===== config.mk =====
export PLATFORM = sky130hd
export DESIGN_NAME = bus_control_unit_flat
export DESIGN_NICKNAME = d
export VERILOG_FILES = /design/src/rtl/v30mz_pkg.sv /design/src/rtl/bus_control_unit_if.sv /design/src/rtl/bus_control_unit.sv /design/src/flat_wrapper.sv
export SDC_FILE = /design/constraint.sdc
export NUM_CORES = 1
export LEC_CHECK = 0
export ABC_AREA = 1
export ABC_CLOCK_PERIOD_IN_PS = 2900
export BUFFER_PORTS_ARGS = -buffer_cell sky130_fd_sc_hd__buf_2
export CAP_MARGIN = 0
export CORE_MARGIN = 4
export CORE_UTILIZATION = 40
export CTS_BUF_LIST = sky130_fd_sc_hd__clkbuf_2 sky130_fd_sc_hd__clkbuf_4 sky130_fd_sc_hd__clkbuf_8
export CTS_CLUSTER_DIAMETER = 100
export DETAILED_ROUTE_END_ITERATION = 8
export GPL_TIMING_DRIVEN = 0
export PLACE_DENSITY = 0.63
export SLEW_MARGIN = 0
export SYNTH_ARGS = -nofsm -noshare
export SYNTH_HDL_FRONTEND = slang
export SYNTH_SLANG_ARGS = --single-unit

===== constraint.sdc =====
create_clock -name clk -period 2.9 [get_ports clk]
set_input_delay 0.435 -clock clk [delete_from_list [all_inputs] [get_ports clk]]
set_output_delay 0.435 -clock clk [all_outputs]
set_load 0.02 [all_outputs]

===== src/rtl/v30mz_pkg.sv =====
// ----------------------------------------------------------------------------
// v30mz_pkg
// Shared definitions for the V30MZ bus interface unit: EU bus command codes,
// bus_status encodings and the bus control state enumeration.
// ----------------------------------------------------------------------------
package v30mz_pkg;

    // EU bus command codes (eu_bus_command)
    localparam logic [1:0] CMD_IDLE  = 2'd0;
    localparam logic [1:0] CMD_READ  = 2'd1;
    localparam logic [1:0] CMD_WRITE = 2'd2;

    // bus_status encodings
    localparam logic [3:0] STAT_IDLE  = 4'b1111;
    localparam logic [3:0] STAT_READ  = 4'b1001;  // EU read and code fetch
    localparam logic [3:0] STAT_WRITE = 4'b1010;

    localparam logic [19:0] ADDR_RESET = 20'hFFFFF;

    // *_RD2 / *_WR2 carry the second byte of a word access at an odd address.
    typedef enum logic [2:0] {
        S_IDLE   = 3'd0,
        S_FETCH  = 3'd1,
        S_EU_RD  = 3'd2,
        S_EU_WR  = 3'd3,
        S_EU_RD2 = 3'd4,
        S_EU_WR2 = 3'd5
    } bcu_state_e;

endpackage


===== src/rtl/bus_control_unit_if.sv =====
// ----------------------------------------------------------------------------
// bus_control_unit_if
// Groups the bus control unit's handshake and bus signals.
//   master : bus control unit side (drives address/status/push/done)
//   slave  : environment side (memory ready, EU request, prefetch queue)
// Signals:
//   readyb            memory ready, active-low
//   eu_bus_command    EU request (IDLE/READ/WRITE), held until eu_bus_done
//   eu_bus_address    EU physical address
//   eu_bus_word       1 = word access, 0 = byte access
//   ps, pfp           program segment and prefetch pointer
//   queue_full        prefetch queue cannot accept a word
//   queue_flush       prefetch queue is being discarded
//   address_out       registered bus address
//   bus_status        1111 idle, 1001 read/fetch, 1010 write
//   bus_word          registered width of the current cycle
//   queue_push        one-cycle push pulse into the prefetch queue
//   queue_push_byte   qualifies queue_push: only one byte is valid
//   eu_bus_done       one-cycle pulse at EU transaction completion
// ----------------------------------------------------------------------------
interface bus_control_unit_if;

    logic        readyb;
    logic [1:0]  eu_bus_command;
    logic [19:0] eu_bus_address;
    logic        eu_bus_word;
    logic [15:0] ps;
    logic [15:0] pfp;
    logic        queue_full;
    logic        queue_flush;

    logic [19:0] address_out;
    logic [3:0]  bus_status;
    logic        bus_word;
    logic        queue_push;
    logic        queue_push_byte;
    logic        eu_bus_done;

    modport master (
        input  readyb, eu_bus_command, eu_bus_address, eu_bus_word,
               ps, pfp, queue_full, queue_flush,
        output address_out, bus_status, bus_word,
               queue_push, queue_push_byte, eu_bus_done
    );

    modport slave (
        output readyb, eu_bus_command, eu_bus_address, eu_bus_word,
               ps, pfp, queue_full, queue_flush,
        input  address_out, bus_status, bus_word,
               queue_push, queue_push_byte, eu_bus_done
    );

endinterface


===== src/rtl/bus_control_unit.sv =====
// ----------------------------------------------------------------------------
// bus_control_unit
// Arbitrates the external bus between EU data accesses and code prefetch.
// One bus cycle is granted per IDLE clock; every completed cycle is followed
// by exactly one IDLE clock. Word accesses at odd addresses are split into
// two byte cycles (A, A+1) with no fetch in between. A streak counter stops
// the EU from starving the prefetcher for more than STARVE_LIMIT grants.
// Ports:
//   clk     sole clock, rising edge
//   resetb  asynchronous active-low reset
//   bus     bus_control_unit_if.master (see interface header)
// Parameters:
//   STARVE_LIMIT  max consecutive EU grants while a prefetch is pending
// ----------------------------------------------------------------------------
module bus_control_unit
    import v30mz_pkg::*;
#(
    parameter int unsigned STARVE_LIMIT = 3
) (
    input  logic               clk,
    input  logic               resetb,
    bus_control_unit_if.master bus
);

    // +2 keeps the counter at least one bit wide even for STARVE_LIMIT == 0
    localparam int unsigned   SW         = $clog2(STARVE_LIMIT + 2);
    localparam logic [SW-1:0] STREAK_MAX = SW'(STARVE_LIMIT);

    bcu_state_e    state_q, state_d;
    logic [19:0]   addr_q, addr_d;
    logic [19:0]   addr2_q, addr2_d;     // address of the second half of a split
    logic [3:0]    status_q, status_d;
    logic          word_q, word_d;
    logic          push_q, push_d;
    logic          pbyte_q, pbyte_d;
    logic          done_q, done_d;
    logic          byte_q, byte_d;       // fetch at odd pfp yields one byte
    logic          flush_q, flush_d;     // flush seen since the fetch grant
    logic          split_q, split_d;     // second half of a split still owed
    logic          wr_q, wr_d;           // current EU transaction is a write
    logic [SW-1:0] streak_q, streak_d;

    logic        pending;
    logic        starved;
    logic        eu_req;
    logic        eu_wr;
    logic        beat_end;
    logic        grant_eu;
    logic        grant_fetch;
    logic        grant_split;
    logic [19:0] fetch_addr;

    assign pending    = !bus.queue_full;
    assign starved    = pending && (streak_q == STREAK_MAX);
    assign eu_req     = (bus.eu_bus_command != CMD_IDLE);
    assign eu_wr      = (bus.eu_bus_command == CMD_WRITE);
    assign beat_end   = (state_q != S_IDLE) && !bus.readyb;
    assign fetch_addr = {bus.ps, 4'h0} + {4'h0, bus.pfp};

    // ---------------------------------------------------------------- state
    always_ff @(posedge clk or negedge resetb) begin
        if (!resetb) state_q <= S_IDLE;
        else         state_q <= state_d;
    end

    // ----------------------------------------------------------- next state
    // An owed split half outranks everything so the access stays atomic.
    always_comb begin
        grant_split = 1'b0;
        grant_eu    = 1'b0;
        grant_fetch = 1'b0;
        state_d     = state_q;
        case (state_q)
            S_IDLE: begin
                if (split_q) begin
                    grant_split = 1'b1;
                    state_d     = wr_q ? S_EU_WR2 : S_EU_RD2;
                end else if (eu_req && !starved) begin
                    grant_eu = 1'b1;
                    state_d  = eu_wr ? S_EU_WR : S_EU_RD;
                end else if (pending && !bus.queue_flush) begin
                    grant_fetch = 1'b1;
                    state_d     = S_FETCH;
                end
            end
            // Bus cycles are never aborted; only memory ready ends them.
            default: if (!bus.readyb) state_d = S_IDLE;
        endcase
    end

    // --------------------------------------------------------------- output
    always_comb begin
        addr_d   = addr_q;
        addr2_d  = addr2_q;
        status_d = status_q;
        word_d   = word_q;
        push_d   = 1'b0;
        pbyte_d  = 1'b0;
        done_d   = 1'b0;
        byte_d   = byte_q;
        flush_d  = flush_q;
        split_d  = split_q;
        wr_d     = wr_q;
        streak_d = streak_q;

        if (grant_fetch) begin
            addr_d   = fetch_addr;
            status_d = STAT_READ;
            word_d   = !bus.pfp[0];
            byte_d   = bus.pfp[0];
            flush_d  = 1'b0;
            streak_d = '0;
        end

        if (grant_eu) begin
            wr_d     = eu_wr;
            status_d = eu_wr ? STAT_WRITE : STAT_READ;
            addr_d   = bus.eu_bus_address;
            addr2_d  = bus.eu_bus_address + 20'd1;
            split_d  = bus.eu_bus_word && bus.eu_bus_address[0];
            word_d   = bus.eu_bus_word && !bus.eu_bus_address[0];
            streak_d = (streak_q == STREAK_MAX) ? streak_q : streak_q + SW'(1);
        end

        if (grant_split) begin
            addr_d   = addr2_q;
            status_d = wr_q ? STAT_WRITE : STAT_READ;
            word_d   = 1'b0;
            split_d  = 1'b0;
        end

        // A flush anywhere in the fetch, including its last clock, drops the push.
        if (state_q == S_FETCH && bus.queue_flush) flush_d = 1'b1;

        if (beat_end) begin
            status_d = STAT_IDLE;
            if (state_q == S_FETCH) begin
                push_d  = !(flush_q || bus.queue_flush);
                pbyte_d = byte_q && !(flush_q || bus.queue_flush);
                flush_d = 1'b0;
            end else if (!split_q) begin
                done_d = 1'b1;
            end
        end

        if (!pending) streak_d = '0;
    end

    // ------------------------------------------------------------ registers
    always_ff @(posedge clk or negedge resetb) begin
        if (!resetb) begin
            addr_q   <= ADDR_RESET;
            addr2_q  <= '0;
            status_q <= STAT_IDLE;
            word_q   <= 1'b0;
            push_q   <= 1'b0;
            pbyte_q  <= 1'b0;
            done_q   <= 1'b0;
            byte_q   <= 1'b0;
            flush_q  <= 1'b0;
            split_q  <= 1'b0;
            wr_q     <= 1'b0;
            streak_q <= '0;
        end else begin
            addr_q   <= addr_d;
            addr2_q  <= addr2_d;
            status_q <= status_d;
            word_q   <= word_d;
            push_q   <= push_d;
            pbyte_q  <= pbyte_d;
            done_q   <= done_d;
            byte_q   <= byte_d;
            flush_q  <= flush_d;
            split_q  <= split_d;
            wr_q     <= wr_d;
            streak_q <= streak_d;
        end
    end

    assign bus.address_out     = addr_q;
    assign bus.bus_status      = status_q;
    assign bus.bus_word        = word_q;
    assign bus.queue_push      = push_q;
    assign bus.queue_push_byte = pbyte_q;
    assign bus.eu_bus_done     = done_q;

endmodule


===== src/flat_wrapper.sv =====
// flat-port wrapper written by rule: the top's interface ports become plain ports
module bus_control_unit_flat import v30mz_pkg::*;
#(
    parameter int unsigned STARVE_LIMIT = 3
)
  (clk, resetb, bus_readyb, bus_eu_bus_command, bus_eu_bus_address, bus_eu_bus_word, bus_ps, bus_pfp, bus_queue_full, bus_queue_flush, bus_address_out, bus_bus_status, bus_bus_word, bus_queue_push, bus_queue_push_byte, bus_eu_bus_done);
  bus_control_unit_if bus_i ();
  input  logic clk;
  input  logic resetb;
  input wire logic [$bits(bus_i.readyb)-1:0] bus_readyb;
  input wire logic [$bits(bus_i.eu_bus_command)-1:0] bus_eu_bus_command;
  input wire logic [$bits(bus_i.eu_bus_address)-1:0] bus_eu_bus_address;
  input wire logic [$bits(bus_i.eu_bus_word)-1:0] bus_eu_bus_word;
  input wire logic [$bits(bus_i.ps)-1:0] bus_ps;
  input wire logic [$bits(bus_i.pfp)-1:0] bus_pfp;
  input wire logic [$bits(bus_i.queue_full)-1:0] bus_queue_full;
  input wire logic [$bits(bus_i.queue_flush)-1:0] bus_queue_flush;
  output wire logic [$bits(bus_i.address_out)-1:0] bus_address_out;
  output wire logic [$bits(bus_i.bus_status)-1:0] bus_bus_status;
  output wire logic [$bits(bus_i.bus_word)-1:0] bus_bus_word;
  output wire logic [$bits(bus_i.queue_push)-1:0] bus_queue_push;
  output wire logic [$bits(bus_i.queue_push_byte)-1:0] bus_queue_push_byte;
  output wire logic [$bits(bus_i.eu_bus_done)-1:0] bus_eu_bus_done;
  assign bus_i.readyb = bus_readyb;
  assign bus_i.eu_bus_command = bus_eu_bus_command;
  assign bus_i.eu_bus_address = bus_eu_bus_address;
  assign bus_i.eu_bus_word = bus_eu_bus_word;
  assign bus_i.ps = bus_ps;
  assign bus_i.pfp = bus_pfp;
  assign bus_i.queue_full = bus_queue_full;
  assign bus_i.queue_flush = bus_queue_flush;
  assign bus_address_out = bus_i.address_out;
  assign bus_bus_status = bus_i.bus_status;
  assign bus_bus_word = bus_i.bus_word;
  assign bus_queue_push = bus_i.queue_push;
  assign bus_queue_push_byte = bus_i.queue_push_byte;
  assign bus_eu_bus_done = bus_i.eu_bus_done;
  bus_control_unit #(.STARVE_LIMIT(STARVE_LIMIT)) u_core (.clk(clk), .resetb(resetb), .bus(bus_i));
endmodule

==> impl_summary.log, run 1 <==
[metrics] wire per inst: roughly 15 µm
[metrics] average instance area after synthesis: ~7.5 µm²
[metrics] status: finished, final reports clean
[metrics] maximum level of the CTS H-tree: 3
[metrics] HPWL after detailed placement: between 8000 and 9000 µm
[metrics] Final Hold Viols: 0
[metrics] Die W: between 100 and 150 µm
[metrics] setup slack, reg-to-reg: ~0.97 ns
[metrics] Synth cell types: 47
[metrics] Final Worst Setup Slack: 0.971 ns
[metrics] Max Transition Viols Final: 0
[metrics] routability cong.: 0.868
[metrics] clock latency reported for the late side of the worst-skew pair: between 0.3 and 0.4 ns
[metrics] number of ports placed on the die boundary: between 80 and 90
[metrics] fin crit period: between 1.5 and 2 ns
[metrics] count of clock tree sinks: 57
[metrics] Die Y: between 100 and 150 µm
[metrics] pin count of the biggest net entering global routing: between 50 and 60
[metrics] number of antenna violations at the first check in global routing: 0
[metrics] leakage power total: about 0.0025 µW
[metrics] Worst Setup Start Kind: flop
[metrics] synth-to-layout area growth: 20.1%
[metrics] setup repair after global routing missed its margin: false
[metrics] remaining global-route overflow: 0
[metrics] placed cell areas: about 4500 µm²
[metrics] setup-violating endpoint count in the final report: 0
[metrics] cell count after synthesis: 523
[metrics] Worst slew margin: 0.513
[metrics] fraction of final layout cells sized beyond drive strength 1: 0.278
[metrics] placement row count: 35
[metrics] CP required: roughly 3.2 ns
[metrics] combined area of the multi-input logic cells: between 2000 and 2500 µm²
[metrics] First DRT Iteration DRCs: 239
[metrics] share of synthesized area occupied by flip-flops and latches: 0.371
[metrics] pre-CTS WS: ~0.67 ns
[metrics] end point of the critical path: u_core.bus.address_out[11]
[metrics] critical path data arrival time: 2.19 ns
[metrics] DRC violations left: 0
[metrics] clock skew: between 0.008 and 0.009 ns
[metrics] wire length of the first global-routing pass: roughly 19000 µm
[metrics] Worst VDD drop: approximately 0.4 mV
[metrics] buffers from clock root to sink, at most: 2
[metrics] netlist area before placement: 3930 µm²
[metrics] total negative slack: 0 ns
[metrics] total inserted antenna cells: 0
[metrics] worst-path fanout max: 10
[metrics] crit path launch: u_core.streak_q[0]
[metrics] overall routing resource usage: 0.205
[metrics] f_max: around 520 MHz
[metrics] Critical R2R Capture: u_core.bus.address_out[11]
[metrics] CTS tree: yes
[metrics] number of detailed-route iterations in the first pass: 5
[metrics] routed wire length: 11400 µm
[metrics] Tightest Pin Transition: 0.730 ns
[metrics] PwrDens: approximately 1000 nW/µm²
[metrics] Die ar.: 11500 µm²
[metrics] sort of element at the end of the critical path: flop
[metrics] most used flip-flop cell after synthesis: dfrtp_1
[metrics] final core utilization: 0.501
[metrics] number of post-CTS setup repair buffers: 0
[metrics] DR vias/cell: approximately 5
[metrics] CTS root buf: clkbuf_8
[metrics] type of the tightest min-delay check: input pin to asynchronous set/reset pin
[metrics] cell area after layout: approximately 4700 µm²
[metrics] starting density of the core: 0.417
[metrics] count of hold buffers inserted by post-cts repair: 0
[metrics] vias in the first global route: between 3000 and 4000
[metrics] fill cell total of the finished layout: just under 1000
[metrics] count of vias placed by the detailed router: a little under 4000
[metrics] reported max-cap violation count: 0
[metrics] Post-synth EDFFs: 0
[metrics] Post-synth ARST share: 1.00
[metrics] RR Startpoint: u_core.streak_q[0]
[metrics] count of nets after finishing: between 600 and 700
[metrics] Ys Warns: 0
[metrics] post-route fraction of the period consumed by the critical path: 0.665
[metrics] post_cts resized: 0
[metrics] reg2reg path depth: 12
[metrics] net count of the mapped netlist: roughly 600
[metrics] startpoint-to-endpoint class of the critical path: flop to flop
[metrics] count of nets left with antenna violations after detail routing: 0
[metrics] flip-flop and latch count after synthesis: between 50 and 60
[metrics] Buffers on Ports: 85
[metrics] clock transition at the registers of the reported paths: 0.06 ns
[metrics] number of clock buffers inserted by TritonCTS: 9
[metrics] area inside the core boundary: between 9000 and 10000 µm²
[metrics] Storage cell area: ~1500 µm²
==> layout by cell type (no fill, tap or decap), types with 3 or more instances in the layout <==
master    instances
a21oi_1          38
a22oi_1           5
buf_2            91
buf_4             5
buf_6             5
clkbuf_8         11
dfrtp_1          34
dfstp_2          23
ha_1             15
inv_1            58
inv_2             7
nand2_1         149
nand3_1          46
nand4_1           7
nor2_1           32
nor2_4            4
nor2_8            3
nor3_1            8
o211ai_1          9
o211ai_2          5
o21ai_0          16
o21ai_1           5
or2_2             3
xnor2_1           4
xor2_1            7
==> critical path, stage by stage, from the launching register on <==
cell     delay [ns]
dfrtp_1        0.37
ha_1           0.15
ha_1           0.17
nand2_2        0.08
o21ai_4        0.12
inv_2          0.05
o21ai_2        0.14
inv_2          0.09
nor2_8         0.22
inv_4          0.12
buf_6          0.18
nand4_1        0.10
nand2_1        0.05
==> cell families (layout without fill, tap and decap cells) <==
| group | Yosys count | after routing | share of synthesized area |
|---|---|---|---|
| AOI/OAI and AO/OA | 93 | 93 | 0.151 |
| xor gates and xnor gates | 11 | 11 | 0.0245 |
| adders and majority gates | 16 | 16 | 0.0529 |
| buffers and inverters | 83 | 183 | 0.0956 |
| DFF | 57 | 57 | 0.371 |
| other | 1 | 1 | 0.000955 |
| and+or+nand+nor | 262 | 262 | 0.305 |
==> metal layers <==
| metal | vias up | part of all wire | wire length (µm) | GRT usage |
|---|---|---|---|---|
| met5 | - | 0 | 0 | 0 |
| met4 | 0 | 0.019 | 221 | 0.0493 |
| met3 | 18 | 0.066 | 745 | 0.0506 |
| met2 | 133 | 0.47 | 5290 | 0.326 |
| met1 | 1798 | 0.45 | 5110 | 0.280 |
| li1 | 1900 | - | - | - |
==> power breakdown <==
group,total [µW],switching (µW),internal [µW]
Clock,755,310,445
Combinational,2550,1660,890
Sequential,1490,203,1280
Total,4800,2180,2620
==> how the worst min path moves through the flow <==
stage                   startpoint                     end  slack, ns
floorplan                   resetb       u_core.addr2_q[0]       0.14
global placement    u_core.flush_q   u_core.bus.queue_push       0.43
detailed placement  u_core.flush_q   u_core.bus.queue_push       0.45
CTS                     bus_readyb  u_core.bus.eu_bus_done       0.27
global route                resetb      u_core.streak_q[0]       0.21
finish                      resetb      u_core.streak_q[2]       0.17
==> stage by stage <==
stage / hold WS [ns] / power, µW / std cells
final: 0.165 / 4800 / 752
after global routing: 0.214 / 5190 / 752
after CTS: 0.270 / 4820 / 752
after detailed placement: 0.449 / 4050 / 737
after global placement: 0.428 / 4000 / 737
after floorplan: 0.139 / 3270 / 523
==> cell usage after synthesis, types with 2 or more instances <==
library cell / instances / area (µm²)
o21ai_0: 16 / 80.1
o211ai_1: 9 / 67.6
buf_6: 5 / 56.3
o221ai_1: 2 / 17.5
nand2_1: 149 / 559
o211ai_2: 5 / 62.6
o21a_1: 2 / 15.0
a21oi_2: 2 / 17.5
xnor2_1: 4 / 35.0
nand3_1: 46 / 230
and2_1: 2 / 12.5
or2_2: 3 / 18.8
ha_1: 15 / 188
inv_2: 7 / 26.3
nor2_2: 2 / 12.5
dfrtp_1: 34 / 851
nor2_1: 32 / 120
o21ai_1: 5 / 25.0
nor2_8: 3 / 60.1
nor2_4: 4 / 45.0
buf_4: 4 / 30.0
xor2_1: 7 / 61.3
a21oi_1: 38 / 190
nand2_2: 2 / 12.5
buf_2: 7 / 35.0
nor3_1: 8 / 40.0
a22oi_1: 5 / 37.5
nand4_1: 7 / 43.8
dfstp_2: 23 / 604
inv_1: 58 / 218
==> cell type report <==
class | instances | share of cell area
Tap cell | 129 | 0.0342
Sequential cell | 57 | 0.309
Clock inverter | 3 | 0.00849
Buffer | 17 | 0.0265
Multi-Input combinational cell | 383 | 0.445
Timing Repair Buffer | 85 | 0.0908
Clock buffer | 12 | 0.0337
Inverter | 66 | 0.0531
==> state kept, by name, summed over array words and instances, names as in the netlist <==
name,flops
u_core.byte_q,1
u_core.bus.queue_push_byte,1
u_core.state_q,3
u_core.bus.bus_status,3
u_core.addr2_q,20
u_core.split_q,1
u_core.streak_q,3
u_core.wr_q,1
u_core.bus.queue_push,1
u_core.bus.address_out,20
u_core.flush_q,1
u_core.bus.bus_word,1
u_core.bus.eu_bus_done,1
Power figures use the tool's default switching activity.
==> run 2: changes to the inputs <==
- ABC_CLOCK_PERIOD_IN_PS: 2900 -> 2020
- clock period: 2.9 -> 2.02 ns (I/O delays scaled with it)
==> impl_summary.log, run 2 (synthesis results as in run 1) <==
[metrics] Max Transition Viols Final: 0
[metrics] f_max: roughly 530 MHz
[metrics] startpoint-to-endpoint class of the critical path: flop to flop
[metrics] post-route fraction of the period consumed by the critical path: 0.940
[metrics] Worst VDD drop: approximately 0.60 mV
[metrics] PwrDens: about 1500 nW/µm²
[metrics] clock skew: 0.00671 ns
[metrics] placement row count: 35
[metrics] area inside the core boundary: about 9400 µm²
[metrics] number of ports placed on the die boundary: 88
[metrics] Layout Cells excl Fill: about 760
[metrics] met1 demand-to-capacity share in global routing: 0.280
[metrics] Die W: 107 µm
[metrics] starting density of the core: 0.417
[metrics] proportion of power drawn by combinational gates: 0.545
[metrics] peak-usage layer in the global routing report: met2
[metrics] crit path launch: u_core.streak_q[0]
[metrics] number of antenna violations at the first check in global routing: 0
[metrics] number of clock buffers inserted by TritonCTS: 9
[metrics] critical path data arrival time: roughly 2.2 ns
[metrics] P_int: roughly 3900 µW
[metrics] sort of element at the end of the critical path: flop
[metrics] CTS root buf: clkbuf_8
[metrics] First DRT Iteration DRCs: around 220
[metrics] Tightest Pin Transition: ~0.73 ns
[metrics] highest-count cells in the layout ignoring fill and taps: 149 x nand2_1, 91 x buf_2, 58 x inv_1, 46 x nand3_1, 38 x a21oi_1
[metrics] placed cell areas: roughly 4500 µm²
[metrics] cell area after layout: about 4800 µm²
[metrics] setup-violating endpoint count in the final report: 0
[metrics] wire length of the first global-routing pass: 18600 µm
[metrics] count of vias placed by the detailed router: approximately 3900
[metrics] maximum level of the CTS H-tree: 3
[metrics] number of cells after detailed placement: between 700 and 800
[metrics] reg2reg path depth: 12
[metrics] Min Hold Slack: ~0.022 ns
[metrics] buffers from clock root to sink, at most: 2
[metrics] net switching component of the power: 3210 µW
[metrics] Critical R2R Capture: u_core.bus.address_out[11]
[metrics] reported max-cap violation count: 0
[metrics] Worst slew margin: 0.510
[metrics] Die Y: approximately 110 µm
[metrics] GR Util met3: 0.0506
[metrics] RR Startpoint: u_core.streak_q[0]
[metrics] Buffers on Ports: 85
[metrics] leakage power total: approximately 0.0025 µW
[metrics] status: finished, final reports clean
[metrics] fraction of power consumed by the clock network: 0.153
[metrics] count of nets left with antenna violations after detail routing: 0
[metrics] HPWL after detailed placement: roughly 8700 µm
[metrics] fin crit period: 1.90 ns
[metrics] remaining global-route overflow: 0
[metrics] CP required: between 2 and 2.5 ns
[metrics] fraction of final layout cells sized beyond drive strength 1: 0.284
[metrics] Worst Setup Start Kind: flop
[metrics] Final Hold Viols: 0
[metrics] vias in the first global route: between 3000 and 4000
[metrics] routability cong.: just under 0.9
[metrics] overall routing resource usage: 0.205
[metrics] number of detailed-route iterations in the first pass: 5
[metrics] type of the tightest min-delay check: input pin to asynchronous set/reset pin
[metrics] synth-to-layout area growth: 21.5%
[metrics] count of clock tree sinks: 57
[metrics] setup repair after global routing missed its margin: true
[metrics] Flop pwr share: 0.301
[metrics] routed wire length: roughly 11000 µm
[metrics] Final Worst Setup Slack: around 0.12 ns
[metrics] fill cell total of the finished layout: approximately 960
[metrics] total negative slack: 0 ns
[metrics] total inserted antenna cells: 0
[metrics] DR vias/cell: between 5 and 6
[metrics] CTS tree: yes
[metrics] count of hold buffers inserted by post-cts repair: 0
[metrics] pin count of the biggest net entering global routing: 58
[metrics] GR Util met2: 0.326
[metrics] count of nets after finishing: roughly 700
[metrics] worst-path fanout max: 10
[metrics] switching share of power: 0.453
[metrics] clock latency reported for the late side of the worst-skew pair: around 0.34 ns
[metrics] setup slack, reg-to-reg: approximately 0.12 ns
[metrics] Die ar.: roughly 11000 µm²
[metrics] clock transition at the registers of the reported paths: 0.06 ns
[metrics] DRC violations left: 0
[metrics] pre-CTS WS: -0.0782 ns
[metrics] wire per inst: around 15 µm
[metrics] most common cell after layout, fill and taps aside: nand2_1
run 2: stage by stage:
stage	power (µW)	utilization
after floorplan	4700	-
after global placement	5750	0.479
after detailed placement	5810	0.479
after CTS	6930	0.500
after global routing	7640	0.507
final	7080	0.507
run 2: final cells by class:
type	instances	area, µm²	area share
multi-input combinational	384	2120	0.444
inverter	66	255	0.0535
buffer	17	133	0.0278
clock inverter	3	40.0	0.00839
tap	129	161	0.0338
timing repair buffer	88	450	0.0944
sequential	57	1460	0.305
clock buffer	12	159	0.0333
run 2: how the worst max path moves through the flow:
| stage | end | slack, ns | cells after the start |
|---|---|---|---|
| global placement | u_core.bus.address_out[12] | -0.05 | 10 |
| CTS | u_core.bus.address_out[11] | 0.09 | 12 |
| finish | u_core.bus.address_out[11] | 0.12 | 12 |
| floorplan | u_core.bus.address_out[10] | 0.33 | 9 |
| detailed placement | u_core.bus.address_out[12] | -0.08 | 10 |
| global route | u_core.bus.address_out[3] | 0.003 | 12 |
run 2: timing repair:
item,4_1_cts,5_1_grt
setup endpoints to repair,0,9
setup buffers,0,3
resized for setup,0,6
run 2: power groups by stage:
stage | Clock [µW] | Sequential [µW] | Combinational [µW]
3_5_place_dp | 0 | 2150 | 3660
3_3_place_gp | 0 | 2130 | 3610
6_report | 1090 | 2130 | 3860
4_1_cts | 1110 | 2140 | 3690
2_1_floorplan | 0 | 2410 | 2290
5_1_grt | 1170 | 2210 | 4260
run 2: metal layers:
| layer | vias up | share of wire |
|---|---|---|
| met5 | - | 0 |
| met4 | 0 | 0.015 |
| met3 | 16 | 0.062 |
| met2 | 133 | 0.47 |
| met1 | 1792 | 0.45 |
| li1 | 1912 | - |
run 2: critical path, stage by stage (launching register included):
cell     delay [ns]
dfrtp_1        0.37
ha_1           0.16
ha_2           0.18
nand2_2        0.07
o21ai_4        0.12
inv_2          0.07
o21ai_4        0.16
inv_4          0.09
nor2_8         0.21
inv_6          0.08
buf_8          0.16
nand4_1        0.10
nand2_1        0.05
